**src/rtl/perf_dump_tx_if.sv**
```systemverilog
// Stream bus carrying perf-counter dump packets from perf_dump_tx to its sink.
interface perf_dump_tx_if;
  logic        m_valid;
  logic        m_ready;
  logic [31:0] m_data;
  logic        m_last;

  modport master (output m_valid, output m_data, output m_last, input m_ready);
  modport slave  (input m_valid, input m_data, input m_last, output m_ready);
endinterface

```
**src/rtl/perf_dump_tx.sv**
```systemverilog
// Snapshots three perf counters on request and streams them as a tagged packet.
// Optional trailing XOR checksum word enabled by macro PERF_DUMP_CHECKSUM_EN.
module perf_dump_tx #(
  parameter logic [15:0] HDR_TAG = 16'hC0DE
) (
  input  logic                  clk,
  input  logic                  rst_n,
  input  logic                  dump_req,
  input  logic [31:0]           cycles,
  input  logic [31:0]           active,
  input  logic [31:0]           stalls,
  perf_dump_tx_if.master        m,
  output logic                  busy,
  output logic [7:0]            drop_cnt
);

`ifdef PERF_DUMP_CHECKSUM_EN
  localparam int unsigned NW = 5;
`else
  localparam int unsigned NW = 4;
`endif
  localparam logic [2:0] LAST_IDX = 3'(NW - 1);

  typedef enum logic {IDLE, SEND} state_e;

  state_e      state_q, state_d;
  logic [2:0]  idx_q, idx_d;
  logic [31:0] cyc_q, cyc_d, act_q, act_d, stl_q, stl_d;
  logic [7:0]  seq_q, seq_d, drop_d;
  logic        valid_d, last_d;
  logic [31:0] data_d, hdr_c, word_c;
  logic        beat_c, final_c;

  // Next-state, snapshot capture and next output word
  always_comb begin
    state_d = state_q;
    idx_d   = idx_q;
    cyc_d   = cyc_q;
    act_d   = act_q;
    stl_d   = stl_q;
    seq_d   = seq_q;
    drop_d  = drop_cnt;
    beat_c  = m.m_valid && m.m_ready;
    final_c = beat_c && (idx_q == LAST_IDX);

    case (state_q)
      IDLE: begin
        if (dump_req) begin
          cyc_d   = cycles;
          act_d   = active;
          stl_d   = stalls;
          idx_d   = 3'd0;
          state_d = SEND;
        end
      end
      SEND: begin
        if (final_c) begin
          seq_d = seq_q + 8'd1;
          idx_d = 3'd0;
          // A request landing on the final beat chains straight into the next packet
          if (dump_req) begin
            cyc_d = cycles;
            act_d = active;
            stl_d = stalls;
          end else begin
            state_d = IDLE;
          end
        end else begin
          if (beat_c) idx_d = idx_q + 3'd1;
          if (dump_req && (drop_cnt != 8'hFF)) drop_d = drop_cnt + 8'd1;
        end
      end
      default: state_d = IDLE;
    endcase

    hdr_c = {HDR_TAG, seq_d, 8'(NW)};
    case (idx_d)
      3'd0:    word_c = hdr_c;
      3'd1:    word_c = cyc_d;
      3'd2:    word_c = act_d;
      3'd3:    word_c = stl_d;
`ifdef PERF_DUMP_CHECKSUM_EN
      3'd4:    word_c = hdr_c ^ cyc_d ^ act_d ^ stl_d;
`endif
      default: word_c = 32'd0;
    endcase

    valid_d = (state_d == SEND);
    data_d  = valid_d ? word_c : 32'd0;
    last_d  = valid_d && (idx_d == LAST_IDX);
  end

  // State, snapshot and registered outputs
  always_ff @(posedge clk) begin
    if (!rst_n) begin
      state_q   <= IDLE;
      idx_q     <= 3'd0;
      cyc_q     <= 32'd0;
      act_q     <= 32'd0;
      stl_q     <= 32'd0;
      seq_q     <= 8'd0;
      drop_cnt  <= 8'd0;
      busy      <= 1'b0;
      m.m_valid <= 1'b0;
      m.m_data  <= 32'd0;
      m.m_last  <= 1'b0;
    end else begin
      state_q   <= state_d;
      idx_q     <= idx_d;
      cyc_q     <= cyc_d;
      act_q     <= act_d;
      stl_q     <= stl_d;
      seq_q     <= seq_d;
      drop_cnt  <= drop_d;
      busy      <= valid_d;
      m.m_valid <= valid_d;
      m.m_data  <= data_d;
      m.m_last  <= last_d;
    end
  end

endmodule

```
**src/flat_wrapper.sv**
```systemverilog
// flat-port wrapper written by rule: the top's interface ports become plain ports
module perf_dump_tx_flat 
#(
  parameter logic [15:0] HDR_TAG = 16'hC0DE
)
  (clk, rst_n, dump_req, cycles, active, stalls, busy, drop_cnt, m_m_valid, m_m_data, m_m_last, m_m_ready);
  perf_dump_tx_if m_i ();
  input  logic clk;
  input  logic rst_n;
  input  logic dump_req;
  input  logic [31:0] cycles;
  input  logic [31:0] active;
  input  logic [31:0] stalls;
  output logic busy;
  output logic [7:0] drop_cnt;
  output wire logic [$bits(m_i.m_valid)-1:0] m_m_valid;
  output wire logic [$bits(m_i.m_data)-1:0] m_m_data;
  output wire logic [$bits(m_i.m_last)-1:0] m_m_last;
  input wire logic [$bits(m_i.m_ready)-1:0] m_m_ready;
  assign m_m_valid = m_i.m_valid;
  assign m_m_data = m_i.m_data;
  assign m_m_last = m_i.m_last;
  assign m_i.m_ready = m_m_ready;
  perf_dump_tx #(.HDR_TAG(HDR_TAG)) u_core (.clk(clk), .rst_n(rst_n), .dump_req(dump_req), .cycles(cycles), .active(active), .stalls(stalls), .m(m_i), .busy(busy), .drop_cnt(drop_cnt));
endmodule
```
**config.mk**
```make
export PLATFORM = sky130hd
export DESIGN_NAME = perf_dump_tx_flat
export DESIGN_NICKNAME = d
export VERILOG_FILES = /design/src/rtl/perf_dump_tx_if.sv /design/src/rtl/perf_dump_tx.sv /design/src/flat_wrapper.sv
export SDC_FILE = /design/constraint.sdc
export NUM_CORES = 1
export LEC_CHECK = 0
export CAP_MARGIN = 40
export CORE_ASPECT_RATIO = 1.25
export CORE_MARGIN = 2
export CORE_UTILIZATION = 40
export CTS_CLUSTER_SIZE = 16
export DETAILED_ROUTE_END_ITERATION = 8
export PLACE_DENSITY = 0.66
export RECOVER_POWER = 100
export SYNTH_ARGS = -nofsm -noshare
export SYNTH_HDL_FRONTEND = slang
export SYNTH_SLANG_ARGS = --single-unit
```
**constraint.sdc**
```tcl
create_clock -name clk -period 2.4 [get_ports clk]
set_input_delay 0.48 -clock clk [delete_from_list [all_inputs] [get_ports clk]]
set_output_delay 0.48 -clock clk [all_outputs]
set_load 0.01 [all_outputs]
```
==> impl_metrics.env, run 1 <==
export IMPL_clkSlewWorstSetupHoldPaths_ns=0.06
export IMPL_layout_commonest_cell="nand2_1"
export IMPL_violations="design-rule violations"
export IMPL_hold_viol=0
export IMPL_synth_seq_cells=149
export IMPL_outcome="finished with violations"
export IMPL_ys_types=53
export IMPL_cp_cell_sequence="clkdlybuf4s50_1, clkinvlp_2, buf_4, a21oi_1"
export IMPL_rows=49
export IMPL_final_cell_mix="164 x nand2_1, 149 x dfxtp_1, 101 x clkdlybuf4s50_1"
export IMPL_fin_crit_sh=0.938
export IMPL_wirelength_mm=16.7
export IMPL_synth_area_um2=5940
export IMPL_die_height_um=140
export IMPL_gp_congestion=0.911
export IMPL_p_leak_nw=3.32
export IMPL_worst_slew_pin_slew_ns=0.868
export IMPL_track_usage=0.211
export IMPL_setup_viol=0
export IMPL_yosysWarnings=0
export IMPL_min_period_ns=2.25
export IMPL_start_util=0.411
export IMPL_ys_flop_type="dfxtp_1"
export IMPL_maxCapViolCount=0
export IMPL_clockBufferDepth=2
export IMPL_drtIter0Drc=280
export IMPL_vias=5412
export IMPL_hpwl_mm=12.2
export IMPL_skew_ns=0.00733
export IMPL_cellPowerDensity_nw_per_um2=711
export IMPL_antenna_cells=0
export IMPL_fmaxAchievable_ghz=0.444
export IMPL_synthToLayoutAreaGrowth_pct=39.5
export IMPL_setup_ws_ns=0.148
export IMPL_clk_latency_ns=0.42
export IMPL_slew_headroom=0.418
export IMPL_hold_buffers=0
export IMPL_dieArea_um2=15900
export IMPL_cts_tree="yes"
export IMPL_crit_path_end_kind="register"
export IMPL_coreArea_um2=14500
export IMPL_hold_start="u_core.act_q[15]$_SDFF_PN0_"
export IMPL_syn_inst=693
export IMPL_reg2regPathDepth=7
export IMPL_slew_violations=0
export IMPL_dr_pass1_iters=9
export IMPL_syn_avg_cell_area_um2=8.58
export IMPL_crit_path_start_kind="input port"
export IMPL_clock_sinks=149
export IMPL_dp_worst_setup_slack_ns=-0.0513
export IMPL_timing_hold_ws_ns=0.452
export IMPL_portBuffers=142
export IMPL_grt_overflow_total=0
export IMPL_antenna_found_initial=0
export IMPL_synth_edf_count=0
export IMPL_drt_vias_per_instance=5.22
export IMPL_max_stage_delay_ns=0.75
export IMPL_postRouteAntennaNets=0
export IMPL_fp_dieW_um=113
export IMPL_drc_errors=4
export IMPL_startpoint="rst_n"
export IMPL_cp_arrival_ns=2.59
export IMPL_min_path_cells=2
export IMPL_numCtsBuffers=17
export IMPL_rsz0062_at_grt="false"
export IMPL_hold_class="reg2reg"
export IMPL_grt_max_degree=61
export IMPL_cp_data_required_time_ns=2.74
export IMPL_synth_seq_area_share=0.502
export IMPL_ios=143
export IMPL_grt_pass1_wl_mm=26.6
export IMPL_async_flop_share=0
export IMPL_grt_pass1_vias=5435
export IMPL_r2r_start="u_core.idx_q[0]$_SDFF_PN0_"
export IMPL_ir_drop_uv=400
export IMPL_drt_wirelength_per_cell_um=16.1
export IMPL_syn_nets=797
export IMPL_fin_nets=950
export IMPL_drive_gt1_frac=0.0943
export IMPL_crit_slowest_cell="clkinvlp_2"
export IMPL_crit_type="in2reg"
export IMPL_cts_root_buf="clkbuf_16"
export IMPL_ctsHtreeMaxLevel=4
export IMPL_total_power_w=0.00590
export IMPL_cp_max_fo=45
==> area by class of cell <==
type	count	area, um^2
Fill cell	1350	6170
Sequential cell	149	2980
Multi-Input combinational cell	488	2700
Timing Repair Buffer	185	1800
Clock buffer	21	440
Tap cell	178	223
Clock inverter	11	128
Inverter	5	20.0
==> where the power goes <==
group	total [W]	leakage (nW)	internal, W	switching (W)
logic	0.000686	1.83	0.000354	0.000332
clock network	0.00256	0.268	0.00153	0.00103
registers	0.00265	1.22	0.00259	0.0000573
total	0.00590	3.32	0.00448	0.00142
==> stage by stage <==
| stage | instances | area (um^2) | utilization | TNS, ns |
|---|---|---|---|---|
| final | 1037 | 8290 | 0.573 | 0 |
| after global routing | 1037 | 8290 | 0.573 | 0 |
| after CTS | 1037 | 8360 | 0.577 | 0 |
| after detailed placement | 1005 | 7790 | 0.538 | -0.509 |
| after global placement | 1005 | 7790 | 0.538 | -0.265 |
| after floorplan | 693 | 5940 | - | 0 |
==> cell usage after synthesis, types with 9 or more instances <==
cell,number,share of area
dfxtp_1,149,0.50
nand3_1,21,0.018
o21a_1,10,0.013
a211oi_1,13,0.016
o21ai_0,16,0.013
buf_2,12,0.010
a21oi_1,93,0.078
o2bb2ai_1,11,0.016
a31oi_1,9,0.0095
nand2_1,165,0.10
mux2i_1,31,0.052
clkbuf_1,28,0.018
and3_1,11,0.012
nor2_1,35,0.022
==> sequential cells by signal (all words and copies together), names as in the netlist <==
name and count:
u_core.act_q 32, u_core.drop_cnt 8, u_core.cyc_q 32, u_core.stl_q 32
u_core.idx_q 3, u_core.m.m_data 32, u_core.m.m_valid 1, u_core.seq_q 8
u_core.m.m_last 1
==> worst max-delay path: cells and delay by family <==
family	cells	cell delay [ns]
buffers and inverters	3	1.91
AO/OA/AOI/OAI	1	0.19
==> final timing paths <==
| check | endpoint | slack (ns) |
|---|---|---|
| setup / recovery | u_core.stl_q[14]$_SDFF_PN0_ | 0.15 |
| hold / removal | u_core.act_q[15]$_SDFF_PN0_ | 0.45 |
| setup reg to reg | u_core.m.m_data[12]$_SDFF_PN0_ | 0.15 |
| hold reg to reg | u_core.act_q[15]$_SDFF_PN0_ | 0.45 |
==> per-layer routing <==
layer	routed length [um]	track usage	vias to the layer above
li1	-	-	2698
met1	6870	0.246	2555
met2	8730	0.370	131
met3	752	0.0485	28
met4	381	0.0879	0
met5	0	0	-
==> timing repair <==
action	CTS	global route
setup endpoints to repair	0	12
setup buffers	0	0
resized for setup	0	1
==> cells by family after synthesis <==
logic type                 synth area share
and+or+nand+nor                       0.194
AOI/OAI and AO/OA                     0.177
muxes                                0.0598
DFF                                   0.502
buffers and inverters                0.0436
xor gates and xnor gates             0.0147
adders and majority gates           0.00842
(Power assumes the default switching activity.)
==> run 2, diff against run 1 <==
--- a/config.mk
+++ b/config.mk
@@ -6,11 +6,11 @@
 export NUM_CORES = 1
 export LEC_CHECK = 0
 export CAP_MARGIN = 40
-export CORE_ASPECT_RATIO = 1.25
 export CORE_MARGIN = 2
 export CORE_UTILIZATION = 40
 export CTS_CLUSTER_SIZE = 16
 export DETAILED_ROUTE_END_ITERATION = 8
+export HOLD_SLACK_MARGIN = 0.15
 export PLACE_DENSITY = 0.66
 export RECOVER_POWER = 100
 export SYNTH_ARGS = -nofsm -noshare
==> impl_metrics.env, run 2 (synthesized netlist as in run 1, its figures left out) <==
export IMPL_met3_length_um=972
export IMPL_dr_pass1_iters=5
export IMPL_r2r_setup_slack_ns=0.16
export IMPL_clock_sinks=149
export IMPL_crit_path_start_kind="register"
export IMPL_ios=143
export IMPL_instances_no_fill=1051
export IMPL_drive_gt1_frac=0.107
export IMPL_start_util=0.409
export IMPL_min_path_cells=2
export IMPL_r2r_end="u_core.stl_q[29]$_SDFF_PN0_"
export IMPL_rows=44
export IMPL_p_leak_nw=3.38
export IMPL_fin_nets=958
export IMPL_postRouteAntennaNets=0
export IMPL_startpoint="u_core.m.m_valid$_SDFF_PN0_"
export IMPL_skew_ns=0.00531
export IMPL_hold_class="reg2reg"
export IMPL_grt_overflow_total=0
export IMPL_grt_pass1_wl_mm=27.0
export IMPL_worst_slew_pin_slew_ns=0.588
export IMPL_wirelength_mm=16.9
export IMPL_ir_drop_uv=481
export IMPL_cp_max_fo=10
export IMPL_drc_errors=0
export IMPL_slew_headroom=0.606
export IMPL_hold_start="u_core.cyc_q[24]$_SDFF_PN0_"
export IMPL_antenna_cells=0
export IMPL_fp_dieW_um=126
export IMPL_cp_arrival_ns=1.77
export IMPL_outcome="complete, no violations"
export IMPL_numCtsBuffers=17
export IMPL_reg2regPathDepth=8
export IMPL_grt_max_degree=52
export IMPL_antenna_found_initial=0
export IMPL_drt_met1_wl_mm=7.24
export IMPL_ctsHtreeMaxLevel=4
export IMPL_place_inst=1019
export IMPL_setup_viol=0
export IMPL_min_to="u_core.cyc_q[24]$_SDFF_PN0_"
export IMPL_coreArea_um2=14500
export IMPL_slew_violations=0
export IMPL_clkSlewWorstSetupHoldPaths_ns=0.06
export IMPL_post_cts_setup_buffers=0
export IMPL_crit_type="reg2out"
export IMPL_rsz0062_at_grt="false"
export IMPL_setup_ws_ns=0.152
export IMPL_clk_latency_ns=0.42
export IMPL_maxCapViolCount=0
export IMPL_cts_tree="yes"
export IMPL_layout_commonest_cell="nand2_1"
export IMPL_hold_viol=0
export IMPL_final_cell_mix="164 x nand2_1, 149 x dfxtp_1, 101 x clkdlybuf4s50_1"
export IMPL_dieArea_um2=15900
export IMPL_hpwl_mm=12.3
export IMPL_drt_wirelength_per_cell_um=16.1
export IMPL_grt_pass1_vias=5538
export IMPL_gp_congestion=0.868
export IMPL_portBuffers=142
export IMPL_highest_layer="met4"
export IMPL_fmaxAchievable_ghz=0.445
export IMPL_cp_data_required_time_ns=1.92
export IMPL_vias=5534
export IMPL_cellPowerDensity_nw_per_um2=731
export IMPL_fin_crit_sh=0.937
export IMPL_dp_worst_setup_slack_ns=-0.0532
export IMPL_cts_root_buf="clkbuf_16"
export IMPL_min_period_ns=2.25
export IMPL_die_height_um=126
export IMPL_clockBufferDepth=2
export IMPL_crit_path_end_kind="primary output"
export IMPL_r2r_start="u_core.idx_q[1]$_SDFF_PN0_"
export IMPL_routed_wl_met2_mm=8.31
export IMPL_drtIter0Drc=369
export IMPL_drt_vias_per_instance=5.27
export IMPL_synthToLayoutAreaGrowth_pct=41.8
export IMPL_track_usage=0.213
[run 2: cell count changes in the layout (fill, tap and decap cells not counted), moves of 2 or more]
cell | previous run | this run
clkbuf_8 | 0 | 2
clkinvlp_4 | 3 | 5
clkbuf_1 | 7 | 5
bufinv_16 | 2 | 4
clkinv_4 | 2 | 0
clkbuf_2 | 2 | 4
buf_6 | 2 | 0
buf_4 | 30 | 35
[run 2: how the worst max path moves through the flow]
stage | depth (start not counted) | endpoint | slack [ns]
6_report | 2 | m_m_valid | 0.15
5_1_grt | 9 | u_core.m.m_data[3]$_SDFF_PN0_ | 0.03
4_1_cts | 7 | u_core.m.m_data[13]$_SDFF_PN0_ | 0.05
3_5_place_dp | 7 | u_core.m.m_data[13]$_SDFF_PN0_ | -0.05
3_3_place_gp | 8 | u_core.m.m_data[4]$_SDFF_PN0_ | -0.02
2_1_floorplan | 9 | u_core.m.m_data[13]$_SDFF_PN0_ | 0.25
[run 2: what timing repair did]
action                                 4_1_cts  5_1_grt
hold buffers                                 0        0
endpoints found under the hold margin        0        0
resized for setup                            0        2
setup endpoints to repair                    0       18
[run 2: critical path: stages (launching register included)]
cell and delay (ns):
dfxtp_1 0.45, clkbuf_2 0.28, clkdlybuf4s50_1 0.61
[run 2: power by group]
part | leakage, nW | switching (W) | internal [W] | total [W]
Combinational | 1.87 | 0.000337 | 0.000361 | 0.000699
Sequential | 1.22 | 0.0000561 | 0.00259 | 0.00265
Clock | 0.295 | 0.00103 | 0.00179 | 0.00282
Total | 3.38 | 0.00142 | 0.00475 | 0.00616
[run 2: layout make-up]
class                           count  area (um^2)
Tap cell                          184          230
Clock inverter                     12          176
Sequential cell                   149         2980
Timing Repair Buffer              193         1850
Inverter                            5         20.0
Clock buffer                       20          457
Fill cell                        1293         6110
Multi-Input combinational cell    488         2710
[run 2: per-stage QoR]
step,setup TNS [ns],power [W],util,instance area (um^2),hold WS [ns]
after floorplan,0,0.00303,-,5940,0.431
after detailed placement,-0.0781,0.00342,0.540,7840,0.447
final,0,0.00616,0.580,8430,0.452
after global placement,-0.210,0.00340,0.540,7840,0.439
after CTS,0,0.00623,0.583,8480,0.455
after global routing,0,0.00638,0.580,8430,0.473
[run 2: layer usage]
metal / track usage / vias to the layer above
met5: 0 / -
li1: - / 2703
met1: 0.251 / 2636
met4: 0.0931 / 0
met2: 0.364 / 163
met3: 0.0552 / 32
